--- src/rtl/pc_sequencer_pkg.sv ---
// Shared types and sizing helpers for the program-counter run-control sequencer.
package pc_seq_pkg;

  localparam int ADDR_W_DEF = 10;
  localparam int DEPTH_DEF  = 8;

  typedef enum logic [2:0] {
    IDLE,
    LOAD,
    RUN,
    DONE,
    FAULT
  } state_t;

  // One extra bit so a full stack (sp == DEPTH) is representable.
  function automatic int sp_width(input int depth);
    return $clog2(depth) + 1;
  endfunction

endpackage

--- src/rtl/pc_sequencer_if.sv ---
// Decoder/program_counter side of the sequencer: instruction decode in, PC control out.
interface pc_sequencer_if #(
  parameter int ADDR_W = 10
);

  logic [ADDR_W-1:0] rp;
  logic              call_instr;
  logic              ret_instr;
  logic              halt_instr;
  logic [ADDR_W-1:0] call_target;
  logic              start;
  logic [ADDR_W-1:0] start_address;
  logic              jump2sub;
  logic [ADDR_W-1:0] subroutine;

  modport master (
    output rp, call_instr, ret_instr, halt_instr, call_target,
    input  start, start_address, jump2sub, subroutine
  );

  modport slave (
    input  rp, call_instr, ret_instr, halt_instr, call_target,
    output start, start_address, jump2sub, subroutine
  );

endinterface

--- src/rtl/pc_sequencer_ret_stack.sv ---
// Return-address LIFO; entries are plain registers written only on push.
module ret_stack
  import pc_seq_pkg::*;
#(
  parameter int ADDR_W = ADDR_W_DEF,
  parameter int DEPTH  = DEPTH_DEF
) (
  input  logic              clk,
  input  logic              rst_n,
  input  logic              clr,
  input  logic              push,
  input  logic              pop,
  input  logic [ADDR_W-1:0] push_data,
  output logic [ADDR_W-1:0] top,
  output logic              full,
  output logic              empty
);

  localparam int SP_W = sp_width(DEPTH);

  logic [SP_W-1:0]   sp_reg;
  logic [SP_W-2:0]   top_idx;
  logic [ADDR_W-1:0] mem [DEPTH];

  assign full    = (sp_reg == SP_W'(DEPTH));
  assign empty   = (sp_reg == '0);
  assign top_idx = sp_reg[SP_W-2:0] - (SP_W-1)'(1);
  assign top     = mem[top_idx];

  always_ff @(posedge clk or negedge rst_n) begin
    if (!rst_n) begin
      sp_reg <= '0;
    end else if (clr) begin
      sp_reg <= '0;
    end else if (push && !full) begin
      sp_reg <= sp_reg + SP_W'(1);
    end else if (pop && !empty) begin
      sp_reg <= sp_reg - SP_W'(1);
    end
  end

  generate
    for (genvar gi = 0; gi < DEPTH; gi++) begin : g_entry
      logic [ADDR_W-1:0] entry_reg;

      always_ff @(posedge clk) begin
        if (push && !full && (sp_reg == SP_W'(gi))) begin
          entry_reg <= push_data;
        end
      end

      assign mem[gi] = entry_reg;
    end
  endgenerate

endmodule

--- src/rtl/pc_sequencer.sv ---
// Run-control FSM for program_counter plus call/return linkage through jump2sub.
module pc_sequencer
  import pc_seq_pkg::*;
#(
  parameter int ADDR_W = ADDR_W_DEF,
  parameter int DEPTH  = DEPTH_DEF
) (
  input  logic              clk,
  input  logic              rst_n,
  input  logic              req,
  input  logic [ADDR_W-1:0] prog_addr,
  output logic              busy,
  output logic              done,
  output logic              stack_err,
  pc_sequencer_if.slave     bus
);

  state_t            state_reg, state_next;
  logic [ADDR_W-1:0] start_address_reg;
  logic              stack_err_reg;

  logic              in_run, accept, fault, push, pop;
  logic              stk_full, stk_empty;
  logic [ADDR_W-1:0] stk_top;

  // Halt outranks call/ret; illegal stack use faults without touching the stack.
  assign in_run = (state_reg == RUN);
  assign accept = (state_reg == IDLE) && req;
  assign fault  = in_run && !bus.halt_instr &&
                  ((bus.call_instr && bus.ret_instr) ||
                   (bus.call_instr && stk_full) ||
                   (bus.ret_instr && stk_empty));
  assign push   = in_run && !bus.halt_instr && bus.call_instr && !bus.ret_instr && !stk_full;
  assign pop    = in_run && !bus.halt_instr && bus.ret_instr && !bus.call_instr && !stk_empty;

  ret_stack #(
    .ADDR_W (ADDR_W),
    .DEPTH  (DEPTH)
  ) u_ret_stack (
    .clk       (clk),
    .rst_n     (rst_n),
    .clr       (accept),
    .push      (push),
    .pop       (pop),
    .push_data (bus.rp + ADDR_W'(1)),
    .top       (stk_top),
    .full      (stk_full),
    .empty     (stk_empty)
  );

  always_ff @(posedge clk or negedge rst_n) begin
    if (!rst_n) begin
      state_reg         <= IDLE;
      start_address_reg <= '0;
      stack_err_reg     <= 1'b0;
    end else begin
      state_reg <= state_next;
      if (accept) begin
        start_address_reg <= prog_addr;
        stack_err_reg     <= 1'b0;
      end else if (fault) begin
        stack_err_reg <= 1'b1;
      end
    end
  end

  always_comb begin
    state_next = state_reg;
    case (state_reg)
      IDLE:    if (req) state_next = LOAD;
      LOAD:    state_next = RUN;
      RUN: begin
        if (bus.halt_instr) state_next = DONE;
        else if (fault)     state_next = FAULT;
      end
      DONE:    if (!req) state_next = IDLE;
      FAULT:   if (!req) state_next = IDLE;
      default: state_next = IDLE;
    endcase
  end

  always_comb begin
    bus.start         = (state_reg != RUN);
    bus.start_address = start_address_reg;
    bus.jump2sub      = push || pop;
    bus.subroutine    = '0;
    if (push)     bus.subroutine = bus.call_target;
    else if (pop) bus.subroutine = stk_top;
    busy      = (state_reg == LOAD) || (state_reg == RUN);
    done      = (state_reg == DONE);
    stack_err = stack_err_reg;
  end

endmodule

--- src/flat_wrapper.sv ---
// flat-port wrapper written by rule: the top's interface ports become plain ports
module pc_sequencer_flat import pc_seq_pkg::*;
#(
  parameter int ADDR_W = ADDR_W_DEF,
  parameter int DEPTH  = DEPTH_DEF
)
  (clk, rst_n, req, prog_addr, busy, done, stack_err, bus_rp, bus_call_instr, bus_ret_instr, bus_halt_instr, bus_call_target, bus_start, bus_start_address, bus_jump2sub, bus_subroutine);
  pc_sequencer_if #(.ADDR_W(ADDR_W)) bus_i ();
  input  logic clk;
  input  logic rst_n;
  input  logic req;
  input  logic [ADDR_W-1:0] prog_addr;
  output logic busy;
  output logic done;
  output logic stack_err;
  input wire logic [$bits(bus_i.rp)-1:0] bus_rp;
  input wire logic [$bits(bus_i.call_instr)-1:0] bus_call_instr;
  input wire logic [$bits(bus_i.ret_instr)-1:0] bus_ret_instr;
  input wire logic [$bits(bus_i.halt_instr)-1:0] bus_halt_instr;
  input wire logic [$bits(bus_i.call_target)-1:0] bus_call_target;
  output wire logic [$bits(bus_i.start)-1:0] bus_start;
  output wire logic [$bits(bus_i.start_address)-1:0] bus_start_address;
  output wire logic [$bits(bus_i.jump2sub)-1:0] bus_jump2sub;
  output wire logic [$bits(bus_i.subroutine)-1:0] bus_subroutine;
  assign bus_i.rp = bus_rp;
  assign bus_i.call_instr = bus_call_instr;
  assign bus_i.ret_instr = bus_ret_instr;
  assign bus_i.halt_instr = bus_halt_instr;
  assign bus_i.call_target = bus_call_target;
  assign bus_start = bus_i.start;
  assign bus_start_address = bus_i.start_address;
  assign bus_jump2sub = bus_i.jump2sub;
  assign bus_subroutine = bus_i.subroutine;
  pc_sequencer #(.ADDR_W(ADDR_W), .DEPTH(DEPTH)) u_core (.clk(clk), .rst_n(rst_n), .req(req), .prog_addr(prog_addr), .busy(busy), .done(done), .stack_err(stack_err), .bus(bus_i));
endmodule
--- config.mk ---
export PLATFORM = sky130hd
export DESIGN_NAME = pc_sequencer_flat
export DESIGN_NICKNAME = d
export VERILOG_FILES = /design/src/rtl/pc_sequencer_pkg.sv /design/src/rtl/pc_sequencer_if.sv /design/src/rtl/pc_sequencer_ret_stack.sv /design/src/rtl/pc_sequencer.sv /design/src/flat_wrapper.sv
export SDC_FILE = /design/constraint.sdc
export NUM_CORES = 1
export LEC_CHECK = 0
export BUFFER_PORTS_ARGS = -buffer_cell sky130_fd_sc_hd__buf_2
export CAP_MARGIN = 20
export CORE_MARGIN = 2
export CORE_UTILIZATION = 31
export DETAILED_ROUTE_END_ITERATION = 12
export HOLD_SLACK_MARGIN = 0.06
export SETUP_SLACK_MARGIN = 0.4
export SLEW_MARGIN = 20
export SYNTH_ARGS = -nofsm -noshare
export SYNTH_HDL_FRONTEND = slang
export SYNTH_SLANG_ARGS = --single-unit
--- constraint.sdc ---
create_clock -name clk -period 5.8 [get_ports clk]
set_input_delay 0.58 -clock clk [delete_from_list [all_inputs] [get_ports clk]]
set_output_delay 0.58 -clock clk [all_outputs]
set_load 0.01 [all_outputs]
==> run summary, run 1 <==
Syn Area/Cell: 15.2 um2
Rel. slew slack: 39.3%
Final slew viol count: 0
DRT iter0 DRCs: 104
Routed WL: 8520 um
First-pass GRT wire length: 13400 um
Crit-path slowest cell: ha_1
Endpoint class of the critical path: primary output
Largest cells by area after synthesis: edfxtp_1 (56%), dfrtp_1 (10%), mux4_2 (10%), nand2_1 (4.3%), mux2i_1 (3.2%)
Nets: 386
P_leak: 1.94 nW
Final setup viols: 0
Mapped Area: 4320 um2
Crit path time final: 3.60 ns
Wire per inst: 16.1 um
Crit path max fanout: 27
Full die area: 14900 um2
Row Count: 43
Synthesis-stage register bit count: 98
Min-Delay Path Class: input port to asynchronous set/reset pin
CP cell instances: buf_4 -> inv_1 -> ha_1 -> mux4_2 -> mux2i_1 -> o21ai_1 -> buf_2
Count of flip-flops with a built-in enable after synthesis: 80
Clock transition at the registers of the reported paths: 0.07 ns
Share of post-route cells with drive strength above 1: 28.9%
DP HPWL: 5530 um
Initial antenna violation count: 0
Post-Layout Cell Count: 529
DR vias/cell: 4.69
Core area: 13800 um2
Hold-fix buffers, CTS: 0
Worst VDD drop: 0.194 mV
P&R area growth vs syn: 17.0%
IO Count: 61
Max H-tree Level: 3
Crit path largest cell delay: 0.93 ns
Kind of critical path: register to primary output
Synth Flop Type: edfxtp_1
Max Fclk: 278 MHz
Root Buffer: clkbuf_16
Ys Warns: 0
Most frequent cells after synthesis: edfxtp_1 (80), nand2_1 (49), mux4_2 (20)
Post-CTS Resized: 0
RSZ-0062 raised after global routing: false
Critical path arrival: 3.02 ns
Max Cap Viol: 0
Placed insts: 513
Ys async rst share: 18.4%
WHS: 0.163 ns
Die span in y: 122 um
Die W: 122 um
Clk buf depth: 2
Actual slew at the worst max-slew pin: 0.910 ns
Req. time, crit path: 5.22 ns
Final Hold Viols: 0
Vias in the first global route: 2419
Gr usage total: 12.0%
Largest net degree at the start of global routing: 28
TNS Setup: 0 ns
Clock latency at the later pin of the worst-skew pair: 0.34 ns
Max reg flops: 80
Via count: 2480
Post-synthesis sequential area ratio: 66.0%
Diode count: 0
Post-Syn Instances: 285
Setup crit start kind: register
Starting Density: 31.4%
DRC Markers: 0
Post-synth cell types: 36
Area leader, netlist: edfxtp_1
Clk_skew: 0.00867 ns
Clock sinks: 98
First drt pass iteration count: 4
Placer's final routability congestion estimate: 0.788
Pwr Density: 429 nW/um2
TritonCTS clock tree: built
Area fraction of the dominant cell type after synthesis: 55.6%
Post-detailed-route count of antenna-violating nets: 0
Total gr overflow: 0
Status: complete, no violations
Number of post-CTS setup repair buffers: 0
Clock buffer count from CTS: 9
Fin crit share: 62.1%
Top-count cell post-synth: edfxtp_1
Syn Nets: 327
Port bufs: 60
==> where the power goes <==
part           switching [W]  leakage, nW  internal [W]
Combinational       0.000375        0.852      0.000329
Clock               0.000268        0.137      0.000299
Sequential         0.0000663        0.947      0.000831
==> final cells by class <==
class / instances / area [um2]
fillers: 1323 / 8720
flip-flops and latches: 98 / 2850
multi-input cells: 167 / 1360
repair buffers: 62 / 315
clock buffers: 9 / 225
well taps: 180 / 225
clock inverters: 7 / 57.6
inverters: 6 / 22.5
==> worst paths after layout <==
path	slack, ns	depth (start not counted)	start	end
setup / recovery	2.20	7	u_core.u_ret_stack.sp_reg[0]$_DFFE_PN0P_	bus_subroutine[5]
hold / removal	0.16	1	rst_n	u_core.bus.start_address[9]$_DFFE_PN0P_
setup reg to reg	2.73	6	u_core.u_ret_stack.sp_reg[0]$_DFFE_PN0P_	u_core.u_ret_stack.g_entry[7].entry_reg[4]$_DFFE_PP_
hold reg to reg	0.47	2	u_core.bus.start_address[6]$_DFFE_PN0P_	u_core.bus.start_address[6]$_DFFE_PN0P_
max in group asynchronous	5.35	1	rst_n	u_core.bus.start_address[3]$_DFFE_PN0P_
min in group clk	0.43	3	prog_addr[4]	u_core.bus.start_address[4]$_DFFE_PN0P_
==> cell usage in the layout (no fill, tap or decap), types with 2 or more instances in the layout <==
cell       instances
nand4_1            5
edfxtp_1          80
and3_1            11
nand3b_1           2
ha_1               6
xor2_1             3
nand2b_1           2
nand3_1            5
clkbuf_16          9
inv_6              4
o21ai_1           10
buf_4              2
buf_2             60
mux2i_1           14
nor3_1             2
nand2_1           49
xnor2_1            6
nor2b_1            3
a21oi_1            4
mux4_2            20
nor2_1            10
inv_1              6
dfrtp_1           18
a31o_1             2
==> kinds of logic (layout without fill, tap and decap cells) <==
| logic type | count (synthesis) | after routing | synth area share, % |
|---|---|---|---|
| adders and majority gates | 6 | 6 | 1.74 |
| xor gates and xnor gates | 10 | 10 | 2.20 |
| muxes | 34 | 34 | 13.7 |
| buffers and inverters | 20 | 84 | 2.63 |
| DFF | 98 | 98 | 66.0 |
| AOI/OAI and AO/OA | 22 | 22 | 3.07 |
| and+or+nand+nor | 95 | 95 | 10.7 |
==> metal layers <==
layer	routed length (um)	track usage [%]	vias up
met5	0	0	-
met3	180	2.25	12
met4	165	4.31	0
met1	3740	15.4	1244
met2	4440	20.4	34
li1	-	-	1190
==> worst max-delay path, delay by kind of cell, from the launching register on <==
family / cells / cell delay, ns
buffers and inverters: 3 / 0.73
DFF: 1 / 0.32
adders and majority gates: 1 / 0.93
AOI/OAI and AO/OA: 1 / 0.08
muxes: 2 / 0.62
==> per-stage QoR <==
stage                     util [%]  power, W  area [um2]  setup WS (ns)
after CTS                     36.7   0.00220        5060           2.09
final                         36.7   0.00217        5060           2.20
after detailed placement      34.7   0.00164        4770           2.48
after global routing          36.7   0.00230        5060           1.90
after global placement        34.6   0.00162        4770           2.52
after floorplan                  -   0.00144        4320           3.13
(Power assumes the default switching activity.)
==> run 2, diff against run 1 <==
--- a/config.mk
+++ b/config.mk
@@ -5,6 +5,7 @@
 export SDC_FILE = /design/constraint.sdc
 export NUM_CORES = 1
 export LEC_CHECK = 0
+export ABC_AREA = 1
 export BUFFER_PORTS_ARGS = -buffer_cell sky130_fd_sc_hd__buf_2
 export CAP_MARGIN = 20
 export CORE_MARGIN = 2
==> constraint.sdc (replaced) <==
create_clock -name clk -period 3.6 [get_ports clk]
set_input_delay 0.36 -clock clk [delete_from_list [all_inputs] [get_ports clk]]
set_output_delay 0.36 -clock clk [all_outputs]
set_load 0.01 [all_outputs]
==> run 2 against run 1 <==
  * Combinational power increased by 130%
  * Flip-flop and latch count unchanged
  * Sequential share of layout area decreased by 3.5 points
  * Critical path depth increased by 2
  * Die area increased by 5.1%
  * Design area increased by 6.6%
  * Count of clock-buffer cells in the layout unchanged
  * Clock skew increased by 0.0029 ns
  * Register-to-register slack got worse by 1.6 ns
  * Hold slack improved by 0.055 ns
  * Setup slack got worse by 1.4 ns
  * Via count increased by 34%
  * Largest cell class unchanged
  * Largest power group is now combinational cells
==> run summary, run 2 <==
R2R Path End: u_core.u_ret_stack.g_entry[0].entry_reg[7]$_DFFE_PP_
Starting Density: 31.6%
Most used cell, CP: nand2_1
WHS: 0.218 ns
Post-detailed-route count of antenna-violating nets: 0
First drt pass iteration count: 4
Port bufs: 60
Diode count: 0
Rel. slew slack: 31.1%
Largest cells by area after synthesis: edfxtp_1 (53%), nand2_1 (16%), dfrtp_1 (9.9%), nand3_1 (7.5%), nor3_2 (1.8%)
P&R area growth vs syn: 18.4%
Power, Total: 0.00404 W
TNS Setup: 0 ns
Actual slew at the worst max-slew pin: 1.03 ns
Clock sinks: 98
WP buf/inv: 3
Critical path arrival: 2.46 ns
Reg-to-reg setup timing slack: 1.11 ns
Mapped Area: 4550 um2
Core area: 14400 um2
FF+latch area: 2850 um2
Setup crit start kind: register
Via count: 3324
Crit-path slowest cell: inv_1
Final slew viol count: 0
Pwr Density: 750 nW/um2
Max Fclk: 355 MHz
Root Buffer: clkbuf_16
CP endpoint: bus_subroutine[3]
Commonest cells after routing, fill and taps aside: nand2_1 (200), edfxtp_1 (80), nand3_1 (68), buf_2 (60), inv_1 (21)
Post-synth cell types: 28
Nets: 567
Gr usage total: 13.5%
TritonCTS clock tree: built
Max Cap Viol: 0
Synthesis-stage register bit count: 98
Vias in the first global route: 3263
Syn Area/Cell: 9.88 um2
Share of post-route cells with drive strength above 1: 20.0%
Most frequent cells after synthesis: nand2_1 (200), edfxtp_1 (80), nand3_1 (68)
FILL cells: 1455
Fin crit share: 78.3%
Status: complete, no violations
Post-synthesis sequential area ratio: 62.7%
IO Count: 61
Area fraction of the dominant cell type after synthesis: 52.8%
Worst VDD drop: 0.375 mV
Ys async rst share: 18.4%
Row Count: 44
Clk pwr share: 24.5%
Die span in y: 125 um
Kind of critical path: register to primary output
Crit path largest cell delay: 0.54 ns
Pint: 0.00241 W
Max H-tree Level: 3
Final setup viols: 0
Crit path time final: 2.82 ns
Family with the most delay on the worst path: buffers and inverters
First-pass GRT wire length: 16500 um
Full die area: 15700 um2
Setup WS pre-CTS: 1.08 ns
Most common cell after layout, fill and taps aside: nand2_1
Max reg flops: 80
Number of post-CTS setup repair buffers: 0
Endpoint class of the critical path: primary output
Final Hold Viols: 0
Wire per inst: 14.5 um
Sw frac: 40.3%
P_sw: 0.00163 W
Setup ws final: 0.782 ns
Synth Flop Type: edfxtp_1
CP startpoint: u_core.u_ret_stack.sp_reg[1]$_DFFE_PN0P_
Req. time, crit path: 3.24 ns
Count of flip-flops with a built-in enable after synthesis: 80
Clk_skew: 0.0116 ns
Min-Delay Path Class: input port to register
Syn Nets: 503
Combinational Power Share: 40.3%
P_leak: 2.36 nW
Initial antenna violation count: 0
Critical path depth: 9
Top-count cell post-synth: nand2_1
Post-Route Utilization: 37.4%
DP HPWL: 6820 um
Multi-input gate area: 1510 um2
Ys Warns: 0
Total gr overflow: 0
DRT iter0 DRCs: 191
Placer's final routability congestion estimate: 0.796
Share of power burned in registers: 35.2%
Area leader, netlist: edfxtp_1
DRC Markers: 0
CP cell instances: inv_1 -> ha_1 -> inv_1 -> nand3_1 -> nand2_1 -> nand2_1 -> nand3_1 -> nand2_1 -> buf_2
Clock latency at the later pin of the worst-skew pair: 0.35 ns
Clock transition at the registers of the reported paths: 0.07 ns
Clk buf depth: 2
RSZ-0062 raised after global routing: false
Die W: 125 um
Clock buffer count from CTS: 9
Crit path max fanout: 21
R2R cell count: 8
FF-to-FF Start: u_core.u_ret_stack.sp_reg[1]$_DFFE_PN0P_
Largest net degree at the start of global routing: 46
DR vias/cell: 4.66
Post-Syn Instances: 461
Routed WL: 10300 um
-- run 2: cell count changes in the layout (fill, tap and decap cells not counted), moves of 4 or more --
cell and delta:
mux2i_1 -14, mux4_2 -20, inv_2 +4, and3_1 -11, nor3_2 +8, inv_1 +15, o21ai_1 -10, nand2_1 +151
nand3_1 +63, buf_4 +8
-- run 2: worst min path at each step --
stage | slack [ns] | to | cells after the start | from
after CTS | 0.21 | u_core.bus.start_address[0]$_DFFE_PN0P_ | 3 | prog_addr[0]
after floorplan | 0.06 | u_core.bus.start_address[0]$_DFFE_PN0P_ | 0 | rst_n
final | 0.22 | u_core.bus.start_address[2]$_DFFE_PN0P_ | 3 | prog_addr[2]
after global placement | 0.31 | u_core.bus.start_address[2]$_DFFE_PN0P_ | 1 | rst_n
after global routing | 0.22 | u_core.bus.start_address[9]$_DFFE_PN0P_ | 3 | prog_addr[9]
after detailed placement | 0.32 | u_core.bus.start_address[7]$_DFFE_PN0P_ | 1 | rst_n
-- run 2: cell families after synthesis --
logic type,Yosys count,share of synthesized area (%)
AND/OR/NAND/NOR,298,29.0
adder cells (fa/ha/maj),6,1.65
AO/OA/AOI/OAI,5,0.550
buffers and inverters,45,4.29
flip-flops,98,62.7
XOR/XNOR,9,1.90
-- run 2: power by group through the flow --
stage	sequential (W)	clock [W]	combinational [W]
after floorplan	0.00145	0	0.00118
after CTS	0.00142	0.00101	0.00165
after global placement	0.00144	0	0.00161
after detailed placement	0.00145	0	0.00164
after global routing	0.00144	0.00106	0.00185
final	0.00142	0.000992	0.00163
-- run 2: layer usage --
| metal | routed length [um] | vias up | global-route usage (%) |
|---|---|---|---|
| li1 | - | 1658 | - |
| met1 | 4540 | 1552 | 17.0 |
| met2 | 4910 | 98 | 21.9 |
| met3 | 625 | 16 | 3.47 |
| met4 | 245 | 0 | 6.14 |
| met5 | 0 | - | 0 |
-- run 2: area by class of cell --
| class | count | area share [%] |
|---|---|---|
| Timing Repair Buffer | 71 | 7.15 |
| Inverter | 27 | 1.90 |
| Tap cell | 184 | 4.27 |
| Clock buffer | 9 | 4.18 |
| Clock inverter | 7 | 1.63 |
| Multi-Input combinational cell | 318 | 27.9 |
| Sequential cell | 98 | 52.9 |
-- run 2: what timing repair did --
action                                 4_1_cts  5_1_grt
hold buffers                                 1        0
resized for setup                            0        0
endpoints found under the hold margin       18        0
-- run 2: through the flow --
step	cell area, um2	cells
2_1_floorplan	4550	461
3_3_place_gp	5070	697
3_5_place_dp	5070	697
4_1_cts	5390	714
5_1_grt	5390	714
6_report	5390	714
-- run 2: worst min-delay path: cells and delay by family --
kind | cells | cell delay (ns)
AND/OR/NAND/NOR | 2 | 0.09
buffers and inverters | 1 | 0.07
